### config.mk
export PLATFORM = sky130hd
export DESIGN_NAME = alu_shift_add_multiplier
export DESIGN_NICKNAME = d
export VERILOG_FILES = /design/src/rtl/alu_pkg.sv /design/src/rtl/alu_shift_add_multiplier.sv
export SDC_FILE = /design/constraint.sdc
export NUM_CORES = 1
export LEC_CHECK = 0
export CAP_MARGIN = 20
export CORE_MARGIN = 5
export CORE_UTILIZATION = 47
export CTS_CLUSTER_DIAMETER = 100
export DETAILED_ROUTE_END_ITERATION = 10
export PLACE_DENSITY = 0.87
export SYNTH_ARGS = -nofsm -noshare
export SYNTH_HDL_FRONTEND = slang
export SYNTH_SLANG_ARGS = --single-unit
### constraint.sdc
create_clock -name clk -period 1.7 [get_ports clk]
set_input_delay 0.255 -clock clk [delete_from_list [all_inputs] [get_ports clk]]
set_output_delay 0.255 -clock clk [all_outputs]
set_load 0.05 [all_outputs]
### src/rtl/alu_pkg.sv
// Shared ALU definitions: operation encodings and the shift-add multiplier state set.
package alu_pkg;

    typedef enum logic [2:0] {
        ADD = 3'b000,
        SUB = 3'b001,
        SHL = 3'b010,
        SHR = 3'b011,
        OR  = 3'b100,
        AND = 3'b101,
        XOR = 3'b110,
        NOT = 3'b111
    } alu_op_e;

    typedef enum logic [1:0] {
        IDLE = 2'b00,
        RUN  = 2'b01,
        DONE = 2'b10
    } mul_state_e;

endpackage

### src/rtl/alu_shift_add_multiplier.sv
// Sequential unsigned shift-and-add multiplier that borrows an external ALU's adder,
// one partial-sum step per cycle, producing a {ACC,Q} product of 2*BUS_SIZE bits.
module alu_shift_add_multiplier
    import alu_pkg::*;
#(
    parameter int unsigned BUS_SIZE = 8,
    parameter int unsigned SHAMT_P  = 3
) (
    input  logic                    clk,
    input  logic                    rst_n,
    input  logic                    start,
    input  logic [BUS_SIZE-1:0]     multiplicand,
    input  logic [BUS_SIZE-1:0]     multiplier,
    output logic                    ready,
    output logic                    done,
    output logic [2*BUS_SIZE-1:0]   product,
    output logic                    hi_nonzero,
    output logic [BUS_SIZE-1:0]     alu_a,
    output logic [BUS_SIZE-1:0]     alu_b,
    output logic [2:0]              alu_select,
    output logic [SHAMT_P-1:0]      alu_shamt,
    input  logic [BUS_SIZE-1:0]     alu_s,
    input  logic                    alu_carry_out
);

    localparam int unsigned PW = 2 * BUS_SIZE;

    mul_state_e             state_q, state_d;
    logic [BUS_SIZE-1:0]    acc_q, acc_d;
    logic [BUS_SIZE-1:0]    q_q, q_d;
    logic [BUS_SIZE-1:0]    m_q, m_d;
    logic [SHAMT_P-1:0]     cnt_q, cnt_d;
    logic [PW-1:0]          prod_q, prod_d;
    logic                   hi_q, hi_d;
    logic                   ready_q, ready_d;
    logic                   done_q, done_d;
    logic [BUS_SIZE-1:0]    alu_b_q, alu_b_d;

    // State and datapath registers
    always_ff @(posedge clk or negedge rst_n) begin
        if (!rst_n) begin
            state_q <= IDLE;
            acc_q   <= '0;
            q_q     <= '0;
            m_q     <= '0;
            cnt_q   <= '0;
            prod_q  <= '0;
            hi_q    <= 1'b0;
            ready_q <= 1'b1;
            done_q  <= 1'b0;
            alu_b_q <= '0;
        end else begin
            state_q <= state_d;
            acc_q   <= acc_d;
            q_q     <= q_d;
            m_q     <= m_d;
            cnt_q   <= cnt_d;
            prod_q  <= prod_d;
            hi_q    <= hi_d;
            ready_q <= ready_d;
            done_q  <= done_d;
            alu_b_q <= alu_b_d;
        end
    end

    // Next-state logic; each RUN cycle shifts {carry, sum, Q} right by one
    always_comb begin
        state_d = state_q;
        acc_d   = acc_q;
        q_d     = q_q;
        m_d     = m_q;
        cnt_d   = cnt_q;
        prod_d  = prod_q;
        hi_d    = hi_q;

        case (state_q)
            IDLE: begin
                if (start) begin
                    m_d     = multiplicand;
                    q_d     = multiplier;
                    acc_d   = '0;
                    cnt_d   = '0;
                    state_d = RUN;
                end
            end
            RUN: begin
                acc_d = {alu_carry_out, alu_s[BUS_SIZE-1:1]};
                q_d   = {alu_s[0], q_q[BUS_SIZE-1:1]};
                cnt_d = cnt_q + SHAMT_P'(1);
                if (cnt_q == SHAMT_P'(BUS_SIZE - 1)) begin
                    prod_d  = {acc_d, q_d};
                    hi_d    = |acc_d;
                    state_d = DONE;
                end
            end
            DONE: begin
                state_d = IDLE;
            end
            default: begin
                state_d = IDLE;
            end
        endcase

        // Handshake flags and the ALU b operand are precomputed so they leave from flops
        ready_d = (state_d == IDLE);
        done_d  = (state_d == DONE);
        alu_b_d = q_d[0] ? m_d : '0;
    end

    assign ready      = ready_q;
    assign done       = done_q;
    assign product    = prod_q;
    assign hi_nonzero = hi_q;
    assign alu_a      = acc_q;
    assign alu_b      = alu_b_q;
    assign alu_select = 3'(ADD);
    assign alu_shamt  = '0;

endmodule
=== Yosys cells after proc, flatten, opt, wreduce, memory -nomap -nowiden ===
Cells that the tools add are included.

* Bits in registers: 56
* Latch bits: 0
* RAM bits: 0
* Memory bits (read-only): 0
* Input bits: 28
* Output and inout bits: 41
* Word-level logic and storage cells: 34
* Memories kept: 0

* Add/subtract/negate cells: 1
* Multiply operators: 0
* Div/mod/pow operators: 0
* $lt $le $gt $ge: 0
* Equal/unequal tests: 4
* Shift-type cells: 0
* Muxes and demuxes: 12
* Bitwise logic cells: 0
* Reductions and logical operators: 6

{| class="wikitable"
|+ Operators with widths
! cell !! number
|-
| $mux 8 || 5
|-
| $pmux 8 s2 || 2
|-
| $reduce_or 8->1 || 1
|-
| $pmux 3 s2 || 1
|-
| $logic_not 2->1 || 2
|-
| $mux 2 || 2
|-
| $pmux 2 s2 || 1
|-
| $reduce_and 2->1 || 2
|-
| $add 3x1->3 const B || 1
|-
| $eq 3x3->1 const B || 1
|-
| $mux 3 || 1
|-
| $eq 2x1->1 const B || 1
|-
| $eq 2x2->1 const B || 1
|-
| $ne 2x2->1 const B || 1
|-
| $reduce_bool 2->1 || 1
|}

=== Logic depth before layout (Yosys ltp) ===
Gate-level depths: netlist of the first run.

* Depth in word-level cells: 4
* Mapped depth: 5
* Gate-level depth less buffers: 5

=== Worst setup path after synthesis of the first run ===
Ideal clock, no wire load.

* Kind: register to register
* From: reg cnt_q[0]
* To: reg prod_q[10], in the netlist product[10]
* Arrival time: 1.360 ns
* Required time: 1.575 ns
* Setup slack: 0.215 ns
* Cell stages (with the launch flop): 6
* Buffers on the path: 1
* Period minus slack after synthesis: 1.485 ns
* Cell sequence: dfrtp_1 -> ha_1 -> ha_1 -> nand2_4 -> buf_6 -> mux2_2

* Longest elaborated chain between the ends: 2

{| class="wikitable"
|+ RTL lines
! element !! RTL line !! RTL
|-
| start: declaration || alu_shift_add_multiplier.sv:32 || <nowiki>logic [SHAMT_P-1:0] cnt_q, cnt_d;</nowiki>
|-
| start signal: assignment || alu_shift_add_multiplier.sv:57 || <nowiki>cnt_q <= cnt_d;</nowiki>
|-
| $eq 3x3->1 || alu_shift_add_multiplier.sv:90 || <nowiki>if (cnt_q == SHAMT_P'(BUS_SIZE - 1)) begin</nowiki>
|-
| $reduce_and 2->1 (no source line) || -- ||
|-
| end signal: assignment || alu_shift_add_multiplier.sv:58 || <nowiki>prod_q <= prod_d;</nowiki>
|-
| end: declaration || alu_shift_add_multiplier.sv:33 || <nowiki>logic [PW-1:0] prod_q, prod_d;</nowiki>
|}

Every way passes these cells.
A chain may end at the register's enable or synchronous reset.

=== Worst setup path after layout of the first run ===
* From: reg state_q[0]
* To: reg prod_q[4], in the netlist product[4]

* Longest elaborated chain between the ends: 2

{| class="wikitable"
|+ RTL lines
! element !! RTL line !! RTL
|-
| start: declaration || alu_shift_add_multiplier.sv:28 || <nowiki>mul_state_e state_q, state_d;</nowiki>
|-
| start signal: assignment || alu_shift_add_multiplier.sv:53 || <nowiki>state_q <= state_d;</nowiki>
|-
| $eq 2x1->1 || alu_shift_add_multiplier.sv:76 || <nowiki>case (state_q)</nowiki>
|-
| $reduce_and 2->1 (no source line) || -- ||
|}

Every way passes these cells.

==> results_dict.tcl, run 1 <==
set metrics [dict create \
    synthArstFlopShare_pct 100 \
    wl_met1_um 2080 \
    worst_skew_pair.late_latency_ps 310 \
    num_rows 25 \
    fin_crit_sh_pct 92.6 \
    cts_buffer_depth 2 \
    wl_per_cell_um 16.0 \
    vias_per_cell 5.15 \
    drtIter0Drc 84 \
    fillers 369 \
    area_growth_pct 31.9 \
    dieArea_um2 6440 \
    cts_resized 0 \
    synthTopCellsByCount "55 x dfrtp_1, 24 x mux2_2, 10 x a22o_1" \
    outcome "completed" \
    final_area_um2 3060 \
    cp_data_required_time_ps 1900 \
    drive_above_1_share_pct 41.0 \
    p_leak_nw 1.42 \
    dp_hpwl_um 3420 \
    finalNetCount 268 \
    via_count 1575 \
    route.met2.wl_um 2450 \
    antenna_found_initial 0 \
    grt_pass1_wl_um 8310 \
    hold_ws_ps 476 \
    clkTransAtPathRegs_ps 100 \
    powerDensity_nw_per_um2 2000 \
    cts_hold_buf 1 \
    total_power_mw 6.13 \
    worstPathArrival_ps 1770 \
    startpoint_type "flop" \
    ys_ff_latch 56 \
    synth_area_per_cell_um2 14.0 \
    synthDistinctLibCells 29 \
    setup_viol 0 \
    period_minus_slack_ps 1570 \
    synth_seq_area_share_pct 60.4 \
    ys_warn_count 0 \
    rsz0062_at_grt "no" \
    vdd_ir_drop_max_mv 1.34 \
    min_path_type "in -> async" \
    syn_area_um2 2320 \
    place_congestion 0.763 \
    syn_inst 166 \
    path_class "reg -> reg" \
    finalMaxSlewViolations 0 \
    hold_viol 0 \
    chipHeight_um 80.3 \
    cts_tree "done" \
    place_area_um2 2960 \
    grt_overflow_total 0 \
    grt_pass1_vias 1669 \
    post_cts_buffers 0 \
    dr_wl_met3_um 245 \
    maxCapViolations 0 \
    synth-edff-count 0 \
    yosysMostFrequentCell "dfrtp_1" \
    ios 69 \
    start_util_pct 48.8 \
    synth.area.top_cells "dfrtp_1 59%, mux2_2 12%, nor3b_2 4.3%" \
    cts_made_buffers 5 \
    fmax_mhz 635 \
    antenna_cells 0 \
    cts_sinks 56 \
    fin_skew_ps 6.95 \
    drt-total-wl_um 4890 \
    grt_util_all_layers_pct 16.7 \
    dr.max_layer_used "met4" \
    drtPass1Iterations 4 \
    coreArea_um2 4750 \
    drtAntennaViolNets 0 \
    grt_max_degree 57 \
    synth_top_area_share_pct 59.3 \
    port_buffers 62 \
    synthFlopType "dfrtp_1" \
    clockRootBuffer "clkbuf_8" \
    yosysTopAreaCell "dfrtp_1" \
    cts_max_level 2 \
    cp-end-kind "flop" \
    fin_util_pct 64.4 \
    drc 0 \
    setup_tns_ps 0 \
    die_x_um 80.3 \
    cp_max_fo 17 \
]
logic make-up after synthesis:
logic type	Yosys count	synth area share (%)
fa+ha+maj	2	1.08
compound gates	38	11.2
flops	56	60.4
other cells	1	0.162
simple gates	26	10.3
buf+inv	19	5.23
mux	24	11.6
critical path, stage by stage, from the launching register on:
cell     delay, ps
dfrtp_1        450
nor2b_1        320
nand2_4        220
inv_2          140
mux2_2         330
flip-flops by register name, summed over array words and instances (netlist names):
name,flops
alu_a,8
alu_b,8
cnt_q,3
done,1
hi_nonzero,1
m_q,8
product,16
q_q,8
ready,1
state_q,2
layout by cell type, fill, tap and decap left out, drive strengths merged, types with 2 or more instances in the layout:
cell type and count:
a21oi 9, nand2 2, ha 2, nor4 2, dfrtp 55, nor3b 9, conb 6, clkbuf 8
o21ai 8, buf 48, clkdlybuf4s50 26, mux2 24, a22o 10, a22oi 7, nor2b 2, nor2 2
inv 4, and2b 7
path summary, 6_finish.rpt:
path	slack (ps)	from	cells after the start	end
max	130	state_q[0]	4	product[4]
min	480	rst_n	3	m_q[0]
max reg2reg	130	state_q[0]	4	product[4]
min reg2reg	500	m_q[2]	1	m_q[2]
max in group asynchronous	910	rst_n	3	ready
min in group clk	500	m_q[2]	1	m_q[2]
metrics by stage:
stage	setup slack (ps)	instances
2_1_floorplan	215	171
3_3_place_gp	-27.5	297
3_5_place_dp	-44.1	297
4_1_cts	123	306
5_1_grt	42.8	306
6_report	126	306
cell type report:
cell class	count	area, um^2	area share, %
sequential	56	1400	45.8
multi-input combinational	96	816	26.7
timing repair buffer	75	653	21.3
clock buffer	8	90.1	2.94
tap	67	83.8	2.74
inverter	4	15.0	0.491
where the power goes:
| part | internal [mW] | switching (mW) | leakage (nW) |
|---|---|---|---|
| clock | 0.333 | 0.408 | 0.0455 |
| sequential | 1.91 | 0.326 | 0.682 |
| combinational | 1.19 | 1.96 | 0.696 |
| total | 3.44 | 2.69 | 1.42 |
metal layers:
| layer | global-route usage [%] | up-vias |
|---|---|---|
| met4 | 8.11 | 0 |
| met5 | 0 | - |
| met3 | 2.91 | 10 |
| met2 | 28.0 | 47 |
| li1 | - | 720 |
| met1 | 20.6 | 798 |
Power figures use the tool's default switching activity.
==> inputs of run 2 (changes only) <==
Settings changed: CORE_MARGIN 5 to 1.5.
==> run 2 against run 1 <==
Against the previous run: sequential power about the same; worst hold slack got worse by 40 ps; non-clock buffer count is the same; largest power group unchanged; clock-buffer cell count decreased by 2; via count down 1.0%; flip-flop and latch count unchanged.
==> results_dict.tcl, run 2 (synthesized netlist as in run 1, its figures left out) <==
set metrics [dict create \
    outcome "completed" \
    reg2reg_from "cnt_q[0]" \
    area_growth_pct 32.7 \
    cts_buffer_depth 2 \
    total_power_mw 6.16 \
    pre_cts_ws_ps -62.9 \
    drtPass1Iterations 4 \
    worstPathArrival_ps 1760 \
    period_minus_slack_ps 1570 \
    die_x_um 73.3 \
    drtAntennaViolNets 0 \
    hold_ws_ps 435 \
    reg2reg_setup_slack_ps 130 \
    multi_input_area_um2 816 \
    final_cell_mix "55 x dfrtp_1, 44 x buf_4, 26 x clkdlybuf4s50_1" \
    drc 0 \
    setup_viol 0 \
    hold_viol 0 \
    vias_per_cell 5.09 \
    grt_max_degree 23 \
    final_common_cell "dfrtp_1" \
    largest_register_ffs 16 \
    via_count 1559 \
    fin_cells 306 \
    grt_util_all_layers_pct 18.9 \
    p_leak_nw 1.42 \
    cp_data_required_time_ps 1890 \
    place_inst 297 \
    crit_path_top_delay_cell "dfrtp_1" \
    drt-total-wl_um 4690 \
    path_delay_family "adder cells" \
    start_util_pct 48.8 \
    worst_skew_pair.late_latency_ps 310 \
    slowest_delay_ps 410 \
    vdd_ir_drop_max_mv 1.15 \
    rsz0062_at_grt "no" \
    cts_tree "done" \
    grt_pass1_wl_um 7560 \
    cp_cell_sequence "ha_1 > ha_1 > nand2_4 > mux2_2" \
    dieArea_um2 5370 \
    seq_area_um2 1400 \
    fmax_mhz 636 \
    port_buffers 62 \
    grt_pass1_vias 1536 \
    fillers 372 \
    path_class "reg -> reg" \
    fin_crit_sh_pct 92.5 \
    cts_sinks 56 \
    place_congestion 0.758 \
    antenna_found_initial 0 \
    drive_above_1_share_pct 41.8 \
    layout_setup_ws_ps 128 \
    dp_hpwl_um 3370 \
    cp_common_cell "ha_1" \
    num_rows 25 \
    antenna_cells 0 \
    min_path_type "in -> async" \
    startpoint_type "flop" \
    clkTransAtPathRegs_ps 100 \
    worst-path-buf-inv 0 \
    r2r_end "product[9]" \
    powerDensity_nw_per_um2 2000 \
    cts_max_level 2 \
    grt_overflow_total 0 \
    rr_worst_depth 4 \
    wl_per_cell_um 15.3 \
    cp-end-kind "flop" \
    cp_max_fo 17 \
    maxCapViolations 0 \
    coreArea_um2 4750 \
    ios 69 \
    clockRootBuffer "clkbuf_8" \
    fin_skew_ps 13.7 \
    post_cts_buffers 0 \
    drtIter0Drc 115 \
    finalNetCount 268 \
    finalMaxSlewViolations 0 \
    cts_made_buffers 5 \
    chipHeight_um 73.3 \
]
[run 2: cell count changes in the layout (fill, tap and decap cells not counted), sizes merged]
| cell | previous run | this run |
|---|---|---|
| clkbuf | 8 | 6 |
| clkinvlp | 0 | 2 |
[run 2: metrics by stage]
stage | util [%] | TNS (ps) | instance area, um^2
6_report | 64.8 | 0 | 3080
5_1_grt | 64.8 | 0 | 3080
4_1_cts | 64.8 | 0 | 3080
3_5_place_dp | 62.5 | -442 | 2970
3_3_place_gp | 62.5 | -215 | 2970
2_1_floorplan | - | 0 | 2340
[run 2: how the worst max path moves through the flow]
stage / start / to / slack [ps] / depth (start not counted)
finish: cnt_q[0] / product[9] / 130 / 4
global route: cnt_q[0] / product[9] / 60 / 4
CTS: cnt_q[0] / product[9] / 120 / 4
detailed placement: start / alu_b[6] / -60 / 5
global placement: start / alu_b[4] / -30 / 5
floorplan: cnt_q[0] / product[10] / 210 / 5
[run 2: repair_timing]
item                                   in CTS  in global routing
endpoints found under the hold margin      17                  0
hold buffers                                1                  0
resized for setup                           0                  0
setup endpoints to repair                   0                  0
[run 2: cell type report]
| type | instances | area share [%] |
|---|---|---|
| clock inverters | 2 | 0.487 |
| inverters | 4 | 0.487 |
| clock buffers | 6 | 2.68 |
| well taps | 67 | 2.72 |
| repair buffers | 75 | 21.6 |
| flip-flops and latches | 56 | 45.5 |
| multi-input cells | 96 | 26.5 |
[run 2: report_power, final]
| part | switching, mW | leakage (nW) | total [mW] | internal, mW |
|---|---|---|---|---|
| clock network | 0.429 | 0.0434 | 0.759 | 0.331 |
| registers | 0.331 | 0.682 | 2.24 | 1.91 |
| logic | 1.96 | 0.698 | 3.17 | 1.20 |
[run 2: metal layers]
metal  up-vias  global-route usage, %  share of wire, %
li1        721                      -                 -
met1       785                   24.7                43
met2        46                   30.9                50
met3         7                   5.08               5.0
met4         0                   5.66               1.4
met5         -                      0                 0
==> patch (config.mk and constraints of run 2) <==
`SHAMT_P`: 3 -> 2.
--- a/src/rtl/alu_shift_add_multiplier.sv
+++ b/src/rtl/alu_shift_add_multiplier.sv
@@ -6,3 +6,3 @@
     parameter int unsigned BUS_SIZE = 8,
-    parameter int unsigned SHAMT_P  = 3
+    parameter int unsigned SHAMT_P  = 2
 ) (
Interface: changed (resized alu_shamt); port bits go from 69 to 68. The function was not compared with the original's and may differ.
==> patch against run 2 <==
  * The flow now finishes with violations (DRC)
  * Combinational power grew 12%
  * Sequential share of layout area grew 1.5 points
  * Area after synthesis shrank 4.6%
  * Power grew 6.1%
  * Non-clock buffer count shrank 3
  * Routed wire length shrank 7.9%
  * Sequential cell count shrank 1
  * Synthesized cell count grew 3.6%
  * Cell area shrank 4.9%
  * Setup slack gained 69 ps
  * Clock skew shrank 4.6 ps
  * Critical path type unchanged
  * Highest routed layer unchanged
==> patch: results (changes against run 2) <==
The final estimated routing congestion in global placement was 0.735 (was 0.758). The worst endpoint data arrival time is 1680 ps (was 1760 ps). The violation count after the first detailed-routing iteration came out at 94 (was 115). The post-place setup slack is -92.6 ps (was -62.9 ps). The top layer reached by signal wires is met4 (unchanged). The leakage component of the power came out at 1.44 nW (was 1.42 nW). The routing usage on met3 was 6.33% (was 5.08%). The cell area reported after detailed placement came to 2820 um^2 (was 2970 um^2).

Run status: complete, but fails checks (was finished clean). The clock transition at the registers of the reported paths is 100 ps (about the same). The via count of the first global-routing pass is 1550 (was 1536).

The source-to-sink clock delay at the later pin of the worst-skew pair came out at 310 ps (about the same). The buffer count from post-CTS setup fixing is 0 (unchanged). The count of unresolved DRC violations after routing is 4 (was 0). The layout net count is 270 (was 268). The detailed-routed wire length on met3 came to 309 um (was 235 um). The largest voltage drop on the vdd net is 1.20 mV (was 1.15 mV). The checks that failed: DRC. The number of H-tree levels came out at 2 (unchanged). The number of cells on the worst reg-to-reg path came out at 4 (unchanged). The multiplexer share of the synthesized area is 12.5% (was 11.6%).

Leading cell types by count after synthesis: dfrtp_1 (54), nand2_1 (25), mux2_2 (22), nand3_1 (17), a22oi_1 (7) (was dfrtp_1 (55), mux2_2 (24), a22o_1 (10), a21oi_1 (9)). Largest cells by area after synthesis: dfrtp_1 (61%), mux2_2 (11%), nand2_1 (4.2%), nand3_1 (3.8%), a22oi_1 (2.4%) (was dfrtp_1 (59%), mux2_2 (12%), nor3b_2 (4.3%), a22o_1 (3.8%), and2b_2 (2.6%)). The sequential area share after synthesis came to 62.2% (was 60.4%). The class of the tightest hold or removal check is input pin to async pin (unchanged). The average wire length per cell after detail routing is 14.7 um (was 15.3 um). The maximum root-to-sink buffer count is 2 (unchanged).

The met2 track demand over resource in global routing is 29.7% (was 30.9%). The average vias per placed instance is 5.16 (was 5.09). The compound-gate portion of the synthesized area came out at 4.29% (was 11.2%). The sum of routed wire segments on met1 came to 1.94 mm (was 2.03 mm). The share of layout cells above drive strength 1 came out at 32.6% (was 41.8%). The count of unique library cells instantiated by Yosys came out at 29 (unchanged).

The dominant delay contributor by cell family on the critical path is flip-flops (was adder cells). The quantity of I/O buffers inserted on ports came to 62 (unchanged). The HPWL reported at the end of detailed placement came out at 3.03 mm (was 3.37 mm).

The met1 demand-to-capacity share in global routing is 21.7% (was 24.7%). The largest driver fanout on the critical path is 10 (was 17). The highest cell delay on the worst timing path is 460 ps (was 410 ps). The number of flip-flops under the largest register name came out at 16 (unchanged). The worst slew margin relative to its limit came out at 61.3%. The total routing usage reported by global routing is 17.7% (was 18.9%). The adder-cell share of the synthesized area is 0.565% (was 1.08%). The worst clock skew came out at 9.09 ps (was 13.7 ps). The wire length on met2 is 2.03 mm (was 2.36 mm). The count of TritonRoute iterations in the first routing pass is 7 (was 4). The pin count of the biggest net entering global routing came to 26 (was 23).

The switching part of the total is 46.0% (was 44.1%). The predominant post-synthesis flop cell is dfrtp_1 (unchanged). The first-pass GRT wire length is 7.02 mm (was 7.56 mm). The share of the synthesized netlist area taken by xor and xnor gates came out at 0% (unchanged). The count of antenna diodes in the layout came out at 0 (unchanged).
-- patch: cell types whose count changed in the layout (fill, tap and decap cells not counted), sizes merged, moves of 2 or more --
cell	before	now
nand2	2	26
o21ai	8	2
dlymetal6s2s	0	3
and2b	7	1
nand3	0	17
dlygate4sd2	0	2
buf	48	40
clkinvlp	2	0
a22o	10	0
nor2b	2	0
a21oi	9	1
-- patch: area by class of cell --
cell class	instances	area [um^2]
Multi-Input combinational cell	104	736
Sequential cell	55	1380
Tap cell	52	65.1
Clock inverter	1	5.00
Clock buffer	7	86.3
Fill cell	361	1520
Timing Repair Buffer	72	648
Inverter	3	11.3
-- patch: what timing repair did --
action,CTS,global route
endpoints found under the hold margin,21,0
hold buffers,1,0
pin swaps,0,0
gates resized for setup,2,3
setup endpoints to repair,2,3
-- patch: path summary, 6_finish.rpt --
path | from | to | slack (ps)
hold / removal | rst_n | product[8] | 490
min in group clk | m_q[0] | m_q[0] | 500
setup reg to reg | state_q[0] | alu_b[1] | 200
setup / recovery | state_q[0] | alu_b[1] | 200
hold reg to reg | m_q[0] | m_q[0] | 500
max in group asynchronous | rst_n | q_q[0] | 680
-- patch: stage by stage --
stage	util [%]	hold slack (ps)	setup TNS, ps	instances
2_1_floorplan	-	-40.6	0	176
3_3_place_gp	63.5	270	-189	285
3_5_place_dp	63.5	287	-571	285
4_1_cts	65.7	482	0	294
5_1_grt	65.9	519	0	294
6_report	65.9	489	0	294
-- patch: power groups by stage --
stage	combinational [mW]	clock, mW	sequential (mW)
CTS	3.59	0.751	2.26
floorplan	1.27	0	3.56
detailed placement	3.59	0	2.29
global route	3.77	0.806	2.32
finish	3.55	0.743	2.25
global placement	3.52	0	2.26
